--- src/rtl/enemy_flight_control.sv ---
// Flight controller for a single enemy warhead: flies from the launch point to
// the base, then sequences the shoot-down explosion, the base impact and the respawn.
module enemy_flight_control #(
  parameter int OUT_WIDTH              = 8,
  parameter int X_START                = 0,
  parameter int Y_START                = 0,
  parameter int X_BASE                 = 128,
  parameter int Y_BASE                 = 200,
  parameter int STEP_DIV               = 4,
  parameter int DESTROY_ANIMATION_TIME = 3,
  parameter int RESPAWN_DELAY          = 8
) (
  input  logic                 clk,
  input  logic                 rst_n,
  input  logic                 frame_tick,
  input  logic                 launch,
  input  logic                 hit,
  input  logic                 base_nuked,
  output logic [OUT_WIDTH-1:0] xenemy,
  output logic [OUT_WIDTH-1:0] yenemy,
  output logic                 enemy_active,
  output logic                 enemy_exploding,
  output logic                 impact,
  output logic [7:0]           kill_count
);

  localparam int CNT_W = 16;

  localparam logic [OUT_WIDTH-1:0] XS = OUT_WIDTH'(X_START);
  localparam logic [OUT_WIDTH-1:0] YS = OUT_WIDTH'(Y_START);
  localparam logic [OUT_WIDTH-1:0] XB = OUT_WIDTH'(X_BASE);
  localparam logic [OUT_WIDTH-1:0] YB = OUT_WIDTH'(Y_BASE);

  localparam logic [31:0] STEP_LIM    = STEP_DIV;
  localparam logic [31:0] ANIM_LIM    = DESTROY_ANIMATION_TIME;
  localparam logic [31:0] RESPAWN_LIM = RESPAWN_DELAY;

  typedef enum logic [2:0] {
    S_IDLE,
    S_FLY,
    S_EXPLODE,
    S_IMPACT,
    S_RESPAWN,
    S_DONE
  } state_t;

  state_t                 state;
  state_t                 state_nx;
  logic [CNT_W-1:0]       cnt;
  logic [CNT_W-1:0]       cnt_nx;
  logic                   entry;
  logic [OUT_WIDTH-1:0]   x_nx;
  logic [OUT_WIDTH-1:0]   y_nx;
  logic [7:0]             kill_nx;
  logic                   tick_ok;
  logic [31:0]            cnt_inc;

  // The first cycle spent in any state never counts a frame_tick.
  assign tick_ok = frame_tick & ~entry;
  assign cnt_inc = 32'(cnt) + 32'd1;

  function automatic logic [OUT_WIDTH-1:0] step_towards(
    input logic [OUT_WIDTH-1:0] cur,
    input logic [OUT_WIDTH-1:0] tgt
  );
    if (cur < tgt) begin
      return cur + OUT_WIDTH'(1);
    end else if (cur > tgt) begin
      return cur - OUT_WIDTH'(1);
    end else begin
      return cur;
    end
  endfunction

  always_comb begin
    state_nx = state;
    cnt_nx   = cnt;
    x_nx     = xenemy;
    y_nx     = yenemy;
    kill_nx  = kill_count;

    case (state)
      S_IDLE: begin
        if (launch) begin
          state_nx = S_FLY;
          x_nx     = XS;
          y_nx     = YS;
        end
      end

      S_FLY: begin
        if (base_nuked) begin
          state_nx = S_IMPACT;
        end else if (hit) begin
          state_nx = S_EXPLODE;
          if (kill_count != 8'hFF) begin
            kill_nx = kill_count + 8'd1;
          end
        end else if (tick_ok) begin
          if (cnt_inc >= STEP_LIM) begin
            cnt_nx = '0;
            x_nx   = step_towards(xenemy, XB);
            y_nx   = step_towards(yenemy, YB);
          end else begin
            cnt_nx = CNT_W'(cnt_inc);
          end
        end
      end

      S_EXPLODE: begin
        if (tick_ok) begin
          if (cnt_inc >= ANIM_LIM) begin
            state_nx = S_RESPAWN;
            x_nx     = XS;
            y_nx     = YS;
          end else begin
            cnt_nx = CNT_W'(cnt_inc);
          end
        end
      end

      S_RESPAWN: begin
        if (tick_ok) begin
          if (cnt_inc >= RESPAWN_LIM) begin
            state_nx = S_IDLE;
          end else begin
            cnt_nx = CNT_W'(cnt_inc);
          end
        end
      end

      S_IMPACT: begin
        if (tick_ok) begin
          if (cnt_inc >= ANIM_LIM) begin
            state_nx = S_DONE;
          end else begin
            cnt_nx = CNT_W'(cnt_inc);
          end
        end
      end

      S_DONE: begin
        state_nx = S_DONE;
      end

      default: begin
        state_nx = S_IDLE;
        x_nx     = XS;
        y_nx     = YS;
      end
    endcase

    if (state_nx != state) begin
      cnt_nx = '0;
    end
  end

  // Status flags are decoded from the next state so they line up with the state register.
  always_ff @(posedge clk or negedge rst_n) begin
    if (!rst_n) begin
      state           <= S_IDLE;
      cnt             <= '0;
      entry           <= 1'b0;
      xenemy          <= XS;
      yenemy          <= YS;
      kill_count      <= 8'd0;
      enemy_active    <= 1'b0;
      enemy_exploding <= 1'b0;
      impact          <= 1'b0;
    end else begin
      state           <= state_nx;
      cnt             <= cnt_nx;
      entry           <= (state_nx != state);
      xenemy          <= x_nx;
      yenemy          <= y_nx;
      kill_count      <= kill_nx;
      enemy_active    <= (state_nx == S_FLY);
      enemy_exploding <= (state_nx == S_EXPLODE);
      impact          <= (state_nx == S_IMPACT) || (state_nx == S_DONE);
    end
  end

endmodule

--- config.mk ---
export PLATFORM = sky130hd
export DESIGN_NAME = enemy_flight_control
export DESIGN_NICKNAME = d
export VERILOG_FILES = /design/src/rtl/enemy_flight_control.sv
export SDC_FILE = /design/constraint.sdc
export NUM_CORES = 1
export LEC_CHECK = 0
export ABC_AREA = 1
export CORE_ASPECT_RATIO = 1.5
export CORE_UTILIZATION = 25
export DETAILED_ROUTE_END_ITERATION = 8
export PLACE_DENSITY = 0.4
export SLEW_MARGIN = 20
export SYNTH_ARGS = -nofsm -noshare
export SYNTH_HDL_FRONTEND = slang
export SYNTH_SLANG_ARGS = --single-unit
--- constraint.sdc ---
create_clock -name clk -period 6.7 [get_ports clk]
set_clock_uncertainty 0.2 [all_clocks]
set_input_delay 0.67 -clock clk [delete_from_list [all_inputs] [get_ports clk]]
set_output_delay 0.67 -clock clk [all_outputs]
set_load 0.005 [all_outputs]
==> impl_metrics.ini, run 1 <==
[floorplanning]
start_util_pct = 25.9
core_area_sq_um = 12600
fp.dieArea_sq_um = 13500
core.rowCount = 50
dieHeight_um = 142
boundaryPins = 33
die_x_um = 95.4

[critical_path]
cp_data_required_time_ns = 6.72
reg2reg_from = state[1]
slowest_delay_ns = 0.69
reg2regPathDepth = 13
r2r_end = cnt[2]
cp.arrival_ns = 3.42
r2r_slack_ns = 3.30
end_kind = register
crit_path_start_kind = register
worst-path-max-fanout = 16
crit_path_cell_trace = inv_1, nand2_1, nor2_1, clkinv_1, a21oi_1, nor3_1, o21ai_0, a21oi_1, nand2_1, nand2_1, nand2_1, inv_1, nor2_1
crit_path_frequent_cell = nand2_1
critPathSlowestCell = nor2_1
path_class = register to register

[timing]
post-route-min-period_ns = 3.40
min_period_over_period_pct = 50.8
fmax_ghz = 0.294
rsz0062_at_grt = false
slew_viol_final = 0
worstMarginPinSlew_ns = 0.903
final_hold_viol_count = 0
setup_slack_ns = 3.30
fin_tns_setup_ns = 0
slew_headroom_pct = 39.6
finalSetupViolCount = 0

[yosys]
synth_area_sq_um = 3270
synthFlopType = dfrtp_1
postSynthAreaPerCell_sq_um = 7.20
ys_top_cells_by_count = nand2_1, nor2_1, inv_1
ys_ff_latch = 47
ys_seq_area_share_pct = 36.0
synth_top_cell_by_area = dfrtp_1
synth_cell_types = 41
yosys_warnings = 0
synth_edf_count = 0
synth.most_common_cell = nand2_1
synth_top_area_share_pct = 36.0
synth_area_leaders = dfrtp_1, nand2_1, nor2_1, ha_1, inv_1
synth_cells = 454
synth-async-reset-ratio_pct = 100
syn_nets = 478

[clock_network]
cts_tree = yes
cts-buffers-inserted = 5
post-cts-setup-buffers = 0
htreeDepth = 2
cts_max_path_buffers = 2
cts_root_buf = clkbuf_16
clk_pin_slew_ns = 0.07
cts_resized = 0
hold_buffers = 0
insertion_delay_ns = 0.29
clock_sinks = 47

[power_and_ir_drop]
ir_drop_v = 0.000104
switchingPower_w = 0.000416
leakage_nw = 1.83
p_per_area_nw_per_um2 = 258
internal_power_w = 0.000587
power.share.clock_pct = 25.7
seq_power_share_pct = 34.7
combPwrFrac_pct = 39.6
netSwitchingFraction_pct = 41.5

[detailed_routing]
drc = 0
wire_per_inst_um = 13.1
drt_first_pass_iters = 4
drt_wl_total_um = 8480
routed_via_density = 4.58
vias = 2951
drt_iter0_drc = 68
antenna_left = 0

[grt]
grt_pass1_vias = 2947
grt_max_degree = 48
grt_pass1_wl_um = 14300
grt_overflow = 0
grt_usage_pct = 13.7
antenna_found_initial = 0

[finish]
drive_gt1_share_pct = 6.54
nets = 512
syn_to_final_growth_pct = 19.0
antenna_cells = 0

[place]
dp_hpwl_um = 6540
port_buffers = 32
gp_congestion = 0.841
pre_cts_ws_ns = 3.24

[worst_hold_path]
min_path_type = input port to async pin

[status]
status = finished, final reports clean

[run]
cap_violations = 0
[power by group through the flow]
stage	registers (W)	clock network [W]	logic, W
after floorplan	0.000349	0	0.000310
after CTS	0.000349	0.000269	0.000403
after global routing	0.000354	0.000276	0.000452
after detailed placement	0.000354	0	0.000401
final	0.000349	0.000257	0.000397
after global placement	0.000354	0	0.000403
[layout make-up]
class | instances | area, sq um
Clock buffer | 7 | 143
Clock inverter | 1 | 8.76
Fill cell | 1414 | 8750
Inverter | 50 | 188
Multi-Input combinational cell | 351 | 1860
Sequential cell | 47 | 1180
Tap cell | 156 | 195
Timing Repair Buffer | 33 | 323
[kinds of logic after synthesis]
| kind of cell | share of synthesized area (%) |
|---|---|
| multiplexers | 0.345 |
| AO/OA/AOI/OAI | 7.43 |
| AND/OR/NAND/NOR | 39.3 |
| XOR/XNOR | 2.41 |
| flip-flops | 36.0 |
| buffers and inverters | 7.20 |
| adder cells (fa/ha/maj) | 7.35 |
[state kept, by name, indices dropped and copies added (netlist names)]
| name | flops |
|---|---|
| state | 3 |
| enemy_active | 1 |
| cnt | 16 |
| impact | 1 |
| enemy_exploding | 1 |
| entry | 1 |
| yenemy | 8 |
| xenemy | 8 |
| kill_count | 8 |
[worst max-delay path: cells and delay by family, from the launching register on]
family	cells	cell delay [ns]
flip-flops	1	0.41
buffers and inverters	3	0.66
AND/OR/NAND/NOR	7	1.54
AO/OA/AOI/OAI	3	0.53
[cells in the final DEF (no fill, tap or decap), types with 6 or more instances in the layout]
| cell | count |
|---|---|
| a21oi_1 | 13 |
| clkdlybuf4s50_1 | 31 |
| dfrtp_1 | 47 |
| ha_1 | 16 |
| inv_1 | 48 |
| nand2_1 | 131 |
| nand3_1 | 22 |
| nand4_1 | 27 |
| nor2_1 | 71 |
| nor3_1 | 8 |
| o21ai_0 | 11 |
| xor2_1 | 6 |
[layer usage]
metal | wire (um) | track usage [%]
met1 | 3670 | 15.3
met2 | 4530 | 25.8
met3 | 165 | 1.98
met4 | 108 | 4.31
met5 | 0 | 0
[stage by stage]
| step | std cells | util, % | area, sq um | total power [W] | hold slack [ns] |
|---|---|---|---|---|---|
| floorplan | 454 | - | 3270 | 0.000659 | 0.174 |
| global route | 645 | 30.8 | 3890 | 0.00108 | 0.318 |
| finish | 645 | 30.8 | 3890 | 0.00100 | 0.285 |
| detailed placement | 637 | 29.6 | 3740 | 0.000756 | 0.286 |
| global placement | 637 | 29.6 | 3740 | 0.000757 | 0.283 |
| CTS | 645 | 30.8 | 3890 | 0.00102 | 0.304 |
[worst max path at each step]
stage	slack (ns)	start	endpoint	cells past startpoint
CTS	3.21	state[1]	cnt[2]	13
global placement	3.40	state[1]	cnt[1]	13
floorplan	4.17	yenemy[3]	yenemy[6]	13
detailed placement	3.24	state[1]	cnt[2]	13
global route	2.82	state[1]	cnt[1]	13
finish	3.30	state[1]	cnt[2]	13
Power figures use the tool's default switching activity.
==> run 2, diff against run 1 <==
--- a/config.mk
+++ b/config.mk
@@ -9,7 +9,7 @@
 export CORE_ASPECT_RATIO = 1.5
 export CORE_UTILIZATION = 25
 export DETAILED_ROUTE_END_ITERATION = 8
-export PLACE_DENSITY = 0.4
+export PLACE_DENSITY = 0.42
 export SLEW_MARGIN = 20
 export SYNTH_ARGS = -nofsm -noshare
 export SYNTH_HDL_FRONTEND = slang
==> constraint.sdc (replaced) <==
create_clock -name clk -period 3 [get_ports clk]
set_clock_uncertainty 0.2 [all_clocks]
set_input_delay 0.3 -clock clk [delete_from_list [all_inputs] [get_ports clk]]
set_output_delay 0.3 -clock clk [all_outputs]
set_load 0.005 [all_outputs]
==> impl_metrics.ini, run 2 (synthesis results as in run 1) <==
[status]
status = finished, final reports clean

[finish]
syn_to_final_growth_pct = 23.3
fin_area_sq_um = 4030
nets = 527
top_register = cnt
mostFrequentLayoutCell = nand2_1
layout.cells.non_filler = 659
largest_reg_flops = 16
final_cell_mix = nand2_1, nor2_1, inv_1, dfrtp_1, clkdlybuf4s50_1
antenna_cells = 0
finalCoreUtilization_pct = 31.9
drive_gt1_share_pct = 9.74

[clock_network]
cts_max_path_buffers = 2
insertion_delay_ns = 0.29
htreeDepth = 2
cts_root_buf = clkbuf_16
clock_sinks = 47
cts-buffers-inserted = 5
cts_tree = yes
clk_pin_slew_ns = 0.06

[timing]
min_period_over_period_pct = 91.7
final_hold_viol_count = 0
holdWs_ns = 0.311
rsz0062_at_grt = true
fmax_ghz = 0.364
slew_viol_final = 0
worstMarginPinSlew_ns = 0.574
post-route-min-period_ns = 2.75
finalSetupViolCount = 0
slew_headroom_pct = 61.7

[detailed_routing]
drc = 0
wire_per_inst_um = 13.6
drt_first_pass_iters = 4
drt_wl_total_um = 8960
drt_iter0_drc = 104
antenna_left = 0
routed_via_density = 4.61
vias = 3037

[floorplanning]
die_x_um = 95.4
fp.dieArea_sq_um = 13500
boundaryPins = 33
start_util_pct = 25.9
dieHeight_um = 142
core.rowCount = 50
core_area_sq_um = 12600

[power_and_ir_drop]
power_w = 0.00250
p_per_area_nw_per_um2 = 621
leakage_nw = 1.90
ir_drop_v = 0.000349

[critical_path]
crit_family = simple AND/OR/NAND/NOR gates
crit_path_frequent_cell = nand2_1
crit_path_start_kind = register
worst-path-max-fanout = 10
cp.arrival_ns = 2.71
worst-path-buf-inv = 1
critPathSlowestCell = dfrtp_1
slowest_delay_ns = 0.41
crit_path_cell_trace = ha_1, nand2_2, nor2_4, nand4_1, nand2_1, nand2_1, nor2_1, nand2_1, nor2_4, nand3_2, or2_4, buf_4, nand4_1, nand2_1
path_class = register to register
end_kind = register
cp_data_required_time_ns = 2.96

[place]
dp_hpwl_um = 7060
placedCellCount = 648
port_buffers = 32
place_area_sq_um = 3820
gp_congestion = 0.794

[grt]
antenna_found_initial = 0
use_met3_pct = 2.08
grt.busiest_layer = met2
gr-usage-met2_pct = 27.3
grt_max_degree = 21
grt_pass1_wl_um = 14900
grt_usage_pct = 14.4
grt_pass1_vias = 2956
grt_use_met1_pct = 15.6
grt_overflow = 0

[worst_hold_path]
min_path_type = register to register

[run]
cap_violations = 0
==> run 2: cell types whose count changed in the layout (fill, tap and decap cells not counted) <==
cell / previous run / this run
a21oi_1: 13 / 11
a21oi_2: 0 / 2
buf_4: 1 / 15
bufinv_16: 0 / 1
clkbuf_8: 1 / 0
clkinv_4: 1 / 0
dlygate4sd3_1: 0 / 1
nand2_1: 131 / 130
nand2_2: 4 / 5
nor2_2: 4 / 3
nor2_4: 3 / 4
or2_1: 1 / 0
or2_4: 0 / 1
==> run 2: stage by stage <==
step	setup TNS, ns	setup slack [ns]
after global placement	0	0.0471
after floorplan	0	0.471
after global routing	-0.00835	-0.00835
after CTS	0	0.134
final	0	0.249
after detailed placement	0	0.0142
==> run 2: power breakdown <==
group,switching (W),leakage [nW],internal (W)
logic,0.000683,1.19,0.000419
clock network,0.000231,0.0769,0.000389
registers,0.0000707,0.641,0.000709
total,0.000985,1.90,0.00152
==> run 2: timing repair <==
item	in CTS	in global routing
setup buffers	0	3
cloned	0	0
pin swaps	0	1
hold buffers	1	0
setup endpoints to repair	1	32
endpoints found under the hold margin	18	0
resized for setup	1	4
==> run 2: path summary, 6_finish.rpt <==
kind | startpoint | to | slack [ns] | cells after the start
worst max-delay path | cnt[1] | yenemy[3] | 0.25 | 14
min in group asynchronous | rst_n | cnt[11] | 0.32 | 2
worst max register to register | cnt[1] | yenemy[3] | 0.25 | 14
worst min register to register | kill_count[3] | kill_count[3] | 0.31 | 1
max in group asynchronous | rst_n | cnt[1] | 1.67 | 3
worst min-delay path | kill_count[3] | kill_count[3] | 0.31 | 1
==> run 2: cell type report <==
type	count	area (sq um)
well taps	156	195
multi-input cells	351	1870
flip-flops and latches	47	1180
clock inverters	1	30.0
fillers	1393	8610
repair buffers	48	438
inverters	50	188
clock buffers	6	129
==> run 2: worst reg2reg max path, cell delays in order (launching register included) <==
cell     delay [ns]
dfrtp_1        0.41
ha_1           0.22
nand2_2        0.12
nor2_4         0.20
nand4_1        0.11
nand2_1        0.12
nand2_1        0.06
nor2_1         0.17
nand2_1        0.13
nor2_4         0.11
nand3_2        0.11
or2_4          0.32
buf_4          0.17
nand4_1        0.07
nand2_1        0.11
==> run 2: metal layers <==
layer	vias to the layer above	share of wire (%)
met1	1419	39
met2	32	56
met3	11	2.6
met5	-	0
li1	1575	-
met4	0	2.1
